### config.mk
export PLATFORM = sky130hd
export DESIGN_NAME = median_stream_ctrl
export DESIGN_NICKNAME = d
export VERILOG_FILES = /design/src/rtl/median_stream_ctrl.sv
export SDC_FILE = /design/constraint.sdc
export NUM_CORES = 1
export LEC_CHECK = 0
export CAP_MARGIN = 10
export CORE_ASPECT_RATIO = 0.8
export CORE_MARGIN = 10
export CORE_UTILIZATION = 46
export CTS_CLUSTER_DIAMETER = 50
export DETAILED_ROUTE_END_ITERATION = 8
export PLACE_DENSITY = 0.81
export SYNTH_ARGS = -nofsm -noshare
export SYNTH_HDL_FRONTEND = slang
export SYNTH_SLANG_ARGS = --single-unit
### constraint.sdc
create_clock -name clk -period 1.95 [get_ports clk]
set_input_delay 0.4875 -clock clk [delete_from_list [all_inputs] [get_ports clk]]
set_output_delay 0.4875 -clock clk [all_outputs]
set_load 0.02 [all_outputs]
### src/rtl/median_stream_ctrl.sv
// median_stream_ctrl: frame sequencer for an external 5-tap rank-order
// (median) datapath. Replicates the first and last sample of every frame
// twice so an N-sample frame produces exactly N medians, and applies
// downstream backpressure by freezing the datapath while an output waits.
module median_stream_ctrl #(
  parameter int unsigned DW = 8
) (
  input  logic          clk,
  input  logic          rst_n,
  input  logic          in_valid,
  output logic          in_ready,
  input  logic [DW-1:0] in_data,
  input  logic          in_last,
  output logic          dp_push,
  output logic [DW-1:0] dp_din,
  input  logic [DW-1:0] dp_median,
  output logic          out_valid,
  input  logic          out_ready,
  output logic [DW-1:0] out_data,
  output logic          out_last,
  output logic          busy,
  output logic [15:0]   frame_cnt
);

  typedef enum logic [1:0] {
    S_IDLE    = 2'd0,
    S_PRELOAD = 2'd1,
    S_RUN     = 2'd2,
    S_FLUSH   = 2'd3
  } state_t;

  state_t        r_state;
  logic [2:0]    r_pcnt;
  logic [DW-1:0] r_last;
  logic          r_phase;
  logic          r_first_last;
  logic          r_out_valid;
  logic          r_out_last;
  logic [15:0]   r_frame_cnt;

  logic          w_stall;
  logic          w_in_ready;
  logic          w_accept;
  logic          w_push;
  logic [DW-1:0] w_din;
  logic          w_produce;
  logic [2:0]    w_pcnt_next;

  // Handshake, push and output-producing decode for the current state.
  // rst_n gating keeps in_ready/dp_push low for the whole reset interval.
  always_comb begin
    w_stall     = r_out_valid & ~out_ready;
    w_in_ready  = 1'b0;
    w_push      = 1'b0;
    w_din       = r_last;
    case (r_state)
      S_IDLE, S_RUN: begin
        w_in_ready = rst_n & ~w_stall;
        w_push     = in_valid & w_in_ready;
        w_din      = in_data;
      end
      S_PRELOAD, S_FLUSH: begin
        w_push = rst_n & ~w_stall;
        w_din  = r_last;
      end
      default: begin
        w_in_ready = 1'b0;
        w_push     = 1'b0;
      end
    endcase
    w_accept    = in_valid & w_in_ready;
    w_pcnt_next = (r_pcnt == 3'd5) ? 3'd5 : 3'(r_pcnt + 3'd1);
    // The datapath window is full once five pushes of this frame are in;
    // an IDLE push is always a frame's first, so it never produces.
    w_produce   = w_push && (r_state != S_IDLE) && (r_pcnt >= 3'd4);
  end

  // Frame sequencing FSM plus registered output-valid/last and frame counter.
  always_ff @(posedge clk or negedge rst_n) begin
    if (!rst_n) begin
      r_state      <= S_IDLE;
      r_pcnt       <= '0;
      r_last       <= '0;
      r_phase      <= 1'b0;
      r_first_last <= 1'b0;
      r_out_valid  <= 1'b0;
      r_out_last   <= 1'b0;
      r_frame_cnt  <= '0;
    end else begin
      case (r_state)
        S_IDLE: begin
          if (w_accept) begin
            r_last       <= in_data;
            r_pcnt       <= 3'd1;
            r_first_last <= in_last;
            r_phase      <= 1'b0;
            r_state      <= S_PRELOAD;
          end
        end
        S_PRELOAD: begin
          if (w_push) begin
            r_pcnt <= w_pcnt_next;
            if (r_phase) begin
              r_phase <= 1'b0;
              r_state <= r_first_last ? S_FLUSH : S_RUN;
            end else begin
              r_phase <= 1'b1;
            end
          end
        end
        S_RUN: begin
          if (w_accept) begin
            r_last <= in_data;
            r_pcnt <= w_pcnt_next;
            if (in_last) begin
              r_phase <= 1'b0;
              r_state <= S_FLUSH;
            end
          end
        end
        S_FLUSH: begin
          if (w_push) begin
            r_pcnt <= w_pcnt_next;
            if (r_phase) begin
              r_phase     <= 1'b0;
              r_frame_cnt <= 16'(r_frame_cnt + 16'd1);
              r_state     <= S_IDLE;
            end else begin
              r_phase <= 1'b1;
            end
          end
        end
        default: r_state <= S_IDLE;
      endcase

      // A producing push wins over a same-cycle handshake so outputs can
      // stream one per cycle.
      if (w_produce) begin
        r_out_valid <= 1'b1;
        r_out_last  <= (r_state == S_FLUSH) && r_phase;
      end else if (r_out_valid && out_ready) begin
        r_out_valid <= 1'b0;
        r_out_last  <= 1'b0;
      end
    end
  end

  assign in_ready  = w_in_ready;
  assign dp_push   = w_push;
  assign dp_din    = w_din;
  assign out_valid = r_out_valid;
  assign out_last  = r_out_last;
  assign out_data  = dp_median;
  assign busy      = (r_state != S_IDLE);
  assign frame_cnt = r_frame_cnt;

endmodule

# Word-level counts from Yosys, hierarchy flattened
# Cells that the tools add are included.
# word_totals
word_cells	70
regBits	33
# classes
n_reduce_logical	15
addsub	2
n_bitwise	6
eq_ne	12
muxes	26
order_cmp	1
# ops
cell	n
$add A16 B1 Y16 const B	1
$pmux W8 S2	1
$mux W2	7
$ne A2 B2 Y1 const B	7
$mux W3	4
$mux W1	10
$pmux W3 S3	1
$pmux W2 S4	1
$reduce_and A7 Y1	1
$reduce_and A3 Y1	2
$and A1 B1 Y1	4
$eq A2 B2 Y1 const B	2
$logic_and A1 B1 Y1	4
$reduce_and A2 Y1	2
$reduce_and A4 Y1	1
$reduce_bool A2 Y1	2
$reduce_or A2 Y1	2
$add A3 B1 Y3 const B	1
$eq A3 B3 Y1 const B	1
$ge A3 B3 Y1 const B	1
$pmux W1 S3	1
$eq A2 B1 Y1 const B	1
$logic_not A2 Y1	1
$ne A2 B1 Y1 const B	1
2 further kinds	3

# Logic depth before layout (Yosys ltp)
# Gate-level depths: netlist (run 1).
# depth
word_depth	9
ltp_mapped	6
ltp_nobuf	6

# Least setup slack after synthesis (run 1)
# No wires, ideal clock.
# synth_path
kind	flip-flop to output port
from	register r_state[0]
to	output dp_din[0]
arrival_ps	1428
setup_slack_ps	35
stages_incl_launch_ff	4
required_time_ps	1462
n_path_buf	0
cell_sequence	dfrtp_1 > ha_1 > nor2_2 > mux2_2
# synth_between
elab_chain_cells	3
elab_cells_between_ends	7
# synth_rtl
item	line	rtl
start, declared	32	state_t r_state;
start signal, assigned	105	r_state <= r_first_last ? S_FLUSH : S_RUN;
$eq A2 B2 Y1 (tied with other cells)	56	case (r_state)
$reduce_or A2 Y1 (no line)	--	
$pmux W8 S2 (*)	56	
end, declared	15	output logic [DW-1:0] dp_din,
# Mark *: on every way between the ends. The rest lies on a longest branch, timed or not.

# Worst setup path after layout (run 1)
# layout_path
from	register r_state[1]
to	output dp_din[7]
# The elaborated chain is that of the path after synthesis.

==> results of run 1 <==
worst max-delay path: stages (launching register included):
cell	delay, ns
sky130_fd_sc_hd__dfrtp_1	0.43
sky130_fd_sc_hd__inv_2	0.08
sky130_fd_sc_hd__ha_4	0.17
sky130_fd_sc_hd__nor2_4	0.11
sky130_fd_sc_hd__buf_12	0.15
sky130_fd_sc_hd__mux2_4	0.31
sky130_fd_sc_hd__buf_6	0.13
layer usage:
layer	global-route usage (%)	vias to the layer above	part of all wire (%)
met2	21.0	40	49
met3	5.22	8	6.6
li1	-	698	-
met4	4.60	0	1.0
met1	14.8	700	43
met5	0	-	0
synth_stat cells:
library cell and instances:
sky130_fd_sc_hd__a21o_1 1, sky130_fd_sc_hd__a21oi_1 1, sky130_fd_sc_hd__a22oi_1 1, sky130_fd_sc_hd__a31oi_1 1, sky130_fd_sc_hd__a32o_1 1, sky130_fd_sc_hd__a41o_1 1
sky130_fd_sc_hd__a41oi_1 1, sky130_fd_sc_hd__and2_1 3, sky130_fd_sc_hd__and2b_4 1, sky130_fd_sc_hd__and3_1 1, sky130_fd_sc_hd__and4_1 2, sky130_fd_sc_hd__buf_2 1
sky130_fd_sc_hd__buf_4 8, sky130_fd_sc_hd__clkbuf_1 1, sky130_fd_sc_hd__dfrtp_1 33, sky130_fd_sc_hd__ha_1 5, sky130_fd_sc_hd__inv_1 9, sky130_fd_sc_hd__mux2_1 1
sky130_fd_sc_hd__mux2_2 19, sky130_fd_sc_hd__mux2i_1 1, sky130_fd_sc_hd__nand2_1 11, sky130_fd_sc_hd__nand2b_1 1, sky130_fd_sc_hd__nand3_1 10, sky130_fd_sc_hd__nand3b_2 1
sky130_fd_sc_hd__nand4_1 5, sky130_fd_sc_hd__nand4_4 1, sky130_fd_sc_hd__nor2_1 6, sky130_fd_sc_hd__nor2_2 1, sky130_fd_sc_hd__nor3_1 2, sky130_fd_sc_hd__nor4_1 1
sky130_fd_sc_hd__nor4b_4 2, sky130_fd_sc_hd__o2111ai_1 1, sky130_fd_sc_hd__o211ai_1 1, sky130_fd_sc_hd__o21a_1 2, sky130_fd_sc_hd__o21ai_0 2, sky130_fd_sc_hd__o22ai_1 1
sky130_fd_sc_hd__o22ai_2 1, sky130_fd_sc_hd__o31ai_1 1, sky130_fd_sc_hd__or2_2 1, sky130_fd_sc_hd__or3_1 2, sky130_fd_sc_hd__xnor2_1 12, sky130_fd_sc_hd__xor2_1 3
area by class of cell:
type                            instances  area, um^2
Fill cell                             292        1120
Sequential cell                        33         827
Inverter                                9        36.3
Tap cell                               55        68.8
Timing Repair Buffer                   71         656
Multi-Input combinational cell        108         992
Clock inverter                          1        5.00
Clock buffer                            7        96.3
path summary, 6_finish.rpt:
kind                                            from                         to  slack, ns  cells after the start
max                           r_state[1]$_DFFE_PN0P_                  dp_din[7]      -0.19                      6
min                                            rst_n      r_pcnt[2]$_DFFE_PN0P_       0.26                      2
max reg2reg                   r_state[1]$_DFFE_PN0P_      r_pcnt[0]$_DFFE_PN0P_       0.08                      8
min reg2reg                frame_cnt[15]$_DFFE_PN0P_  frame_cnt[15]$_DFFE_PN0P_       0.47                      1
max in group asynchronous                      rst_n     r_state[0]$_DFFE_PN0P_       1.21                      3
min in group clk           frame_cnt[15]$_DFFE_PN0P_  frame_cnt[15]$_DFFE_PN0P_       0.47                      1
stage by stage:
stage	power (uW)	instance area [um^2]	setup TNS [ns]	setup WS, ns
5_1_grt	4240	2680	-2.23	-0.254
4_1_cts	3910	2640	-1.86	-0.215
2_1_floorplan	2100	1810	0	0.0346
6_report	4000	2680	-1.64	-0.189
3_3_place_gp	2960	2430	-5.71	-0.521
3_5_place_dp	3020	2430	-6.53	-0.534
logic make-up (layout without fill, tap and decap cells):
group / after synthesis / after routing
xor gates and xnor gates: 15 / 15
muxes: 21 / 21
and+or+nand+nor: 51 / 51
DFF: 33 / 33
buffers and inverters: 19 / 88
adders and majority gates: 5 / 5
AOI/OAI and AO/OA: 16 / 16
report_power, final:
| group | leakage, uW | switching (uW) | internal (uW) |
|---|---|---|---|
| sequential | 0.000415 | 188 | 887 |
| combinational | 0.000715 | 1030 | 1320 |
| clock | 0.0000542 | 247 | 319 |
flip-flops by register name, summed over array words and instances, names as in the netlist:
name and cells:
frame_cnt 16, out_last 1, out_valid 1, r_first_last 1, r_last 8, r_pcnt 3, r_phase 1, r_state 2
repair_timing:
item | 4_1_cts | 5_1_grt
pin swaps | 5 | 5
hold buffers | 0 | 0
resized for setup | 86 | 8
buffers inserted | 3 | 0
cloned | 0 | 0
setup endpoints to repair | 11 | 14
==> results by stage, run 1 <==
Synth:
- Summing the areas of all and, or, nand and nor instances in the mapped netlist gives 18.0% of the synthesized area.
- The portion of synthesized area spent on multiplexers is 13.0%.
- Synthesis produced 160 cells.
- The sequential element share of the synthesized area is 45.7%.
- The cell area after synthesis is 1810 um^2.
- The combinational family with the most area after synthesis is simple AND/OR/NAND/NOR gates.
- The portion of synthesized cell area occupied by the leading cell type is 45.7%.
- The compound-cell area share of the yosys netlist is 6.79%.
- During synthesis, Yosys emitted a total of 0 warnings.
- Summing the areas of all fa, ha and maj instances in the mapped netlist gives 3.47% of the synthesized area.
- Yosys mapped the design onto 42 distinct sky130hd cell types.
- sky130_fd_sc_hd__dfrtp_1 takes more of the synthesized area than any other cell.
- The number of nets handed over by synthesis was 186.
- Of the total synthesized cell area, the portion taken by XOR and XNOR cells is 7.28%.
- The average footprint of a synthesized cell is 11.3 um^2.
- Counting flops and latches in the post-synthesis netlist gives 33.
- Sorting the synthesized cells by area gives the leading types as sky130_fd_sc_hd__dfrtp_1, sky130_fd_sc_hd__mux2_2, sky130_fd_sc_hd__xnor2_1.

Route:
- The vias after detailed routing is 1,446.
- The final wirelength is 4380 um.
- The detailed router's first-iteration violation count is 48.
- The first detailed-routing pass ran for 6 iterations.
- Using the TritonRoute via totals, the vias-per-cell ratio works out to 5.09.
- After detailed routing, the number of remaining DRC violations is 0.
- In this run the remaining antenna-violating nets after routing total 0.
- In the final routed layout, each cell accounts on average for 15.4 um.

Global routing:
- The total congestion overflow after global routing is 0.
- The initial antenna violation count is 0.
- Across every metal layer, demand over resource in global routing totals 12.8%.
- The first-pass GRT wire length is 7490 um.
- The number of global-route vias before repair is 1,576.
- The maximum number of pins on one net before global-route repair is 30.

Die:
- The initial core utilization is 47.5%.
- The die covers 6850 um^2.
- The core footprint is 3800 um^2.
- The total number of placement rows is 20.
- The width of the die is 90.0 um.
- The total I/O pin count is 58.
- The vertical die dimension is 76.0 um.

Run:
- The max-capacitance violation count is 0.

Clocking:
- After clock tree synthesis, the clock-pin slew on the worst setup and hold paths is 0.07 ns.
- The number of clock buffers added by TritonCTS is 5.
- The TritonCTS sink count is 33.
- Clock tree synthesis selected as its root buffer the cell sky130_fd_sc_hd__clkbuf_8.
- Clock latency on the worst-skew pair, taken at its later pin, is 0.28 ns.
- In this run the number of H-tree levels came out at 2.
- The clock tree from TritonCTS is done.
- The clock passes through at most 2 buffers.

Layout:
- The top cell types in the final layout, fill and taps aside, are sky130_fd_sc_hd__dfrtp_1, sky130_fd_sc_hd__buf_4, sky130_fd_sc_hd__clkdlybuf4s50_1.
- The relative area change from synthesis to final layout is 48.5%.
- The library cell used most frequently in the layout, excluding fill and tap cells, is sky130_fd_sc_hd__dfrtp_1.
- The number of antenna diodes in the final layout is 0.
- The number of nets in the layout is 254.
- Once layout is complete, the utilization of the core stands at 70.5%.
- The finished layout holds 284 standard cells, fillers aside.
- The share of final-layout standard cells stronger than drive strength 1 is 38.9%.

STA:
- The clock period minus final worst setup slack is 2.14 ns.
- Setup repair after global routing could not meet its margin everywhere.
- The worst setup skew after layout is 0.00388 ns.
- Setup violations remaining at the end of the flow were counted as 9.
- The number of pins with negative max-slew slack in the final report is 0.
- The worst-case hold slack is 0.255 ns.
- Timing would allow up to 468 MHz.
- Across all setup checks in the final design, the least slack found is -0.189 ns.
- The final count of hold timing violations is 0.
- At the pin with the least slew margin, the transition time is 0.350 ns.
- The final critical-path share of the clock period is 110%.
- The worst pin sits at a relative slew slack of 76.6%.

Worst setup path:
- Data on the critical path arrives at its endpoint at 1.65 ns.
- The maximum fanout count along the critical path is 8.
- The category of the worst setup path launch point is a flip-flop.
- The type of destination of the critical path is an output port.
- The required time of the critical path is 1.46 ns.
- The critical setup path kind is reg2out.

Placement:
- In this run, placement finished with an instance count of 273.
- Once detailed placement completed, the half-perimeter wirelength came to 3190 um.
- The global placement routability congestion is 0.806.
- The count of buffers added on input and output ports is 41.

Power:
- The leakage power summed over all cells is 0.00118 uW.
- IR analysis of the VDD net gives a maximum drop of 1.06 mV.
- Dividing total power by cell area gives a power density of 1490 nW/um^2.

Min path:
- The path class of the tightest hold or removal check is in2async.

Outcome:
- The flow ran to the end, but the final reports show violations.
- The final reports fail on negative setup slack.
Note: power is estimated with default switching activity, not from simulation.
==> run 2: changes to the inputs <==
- SLEW_MARGIN: not set -> 10
==> results of run 2 <==
No change in the layout: final DEF, timing and power equal those of run 1.
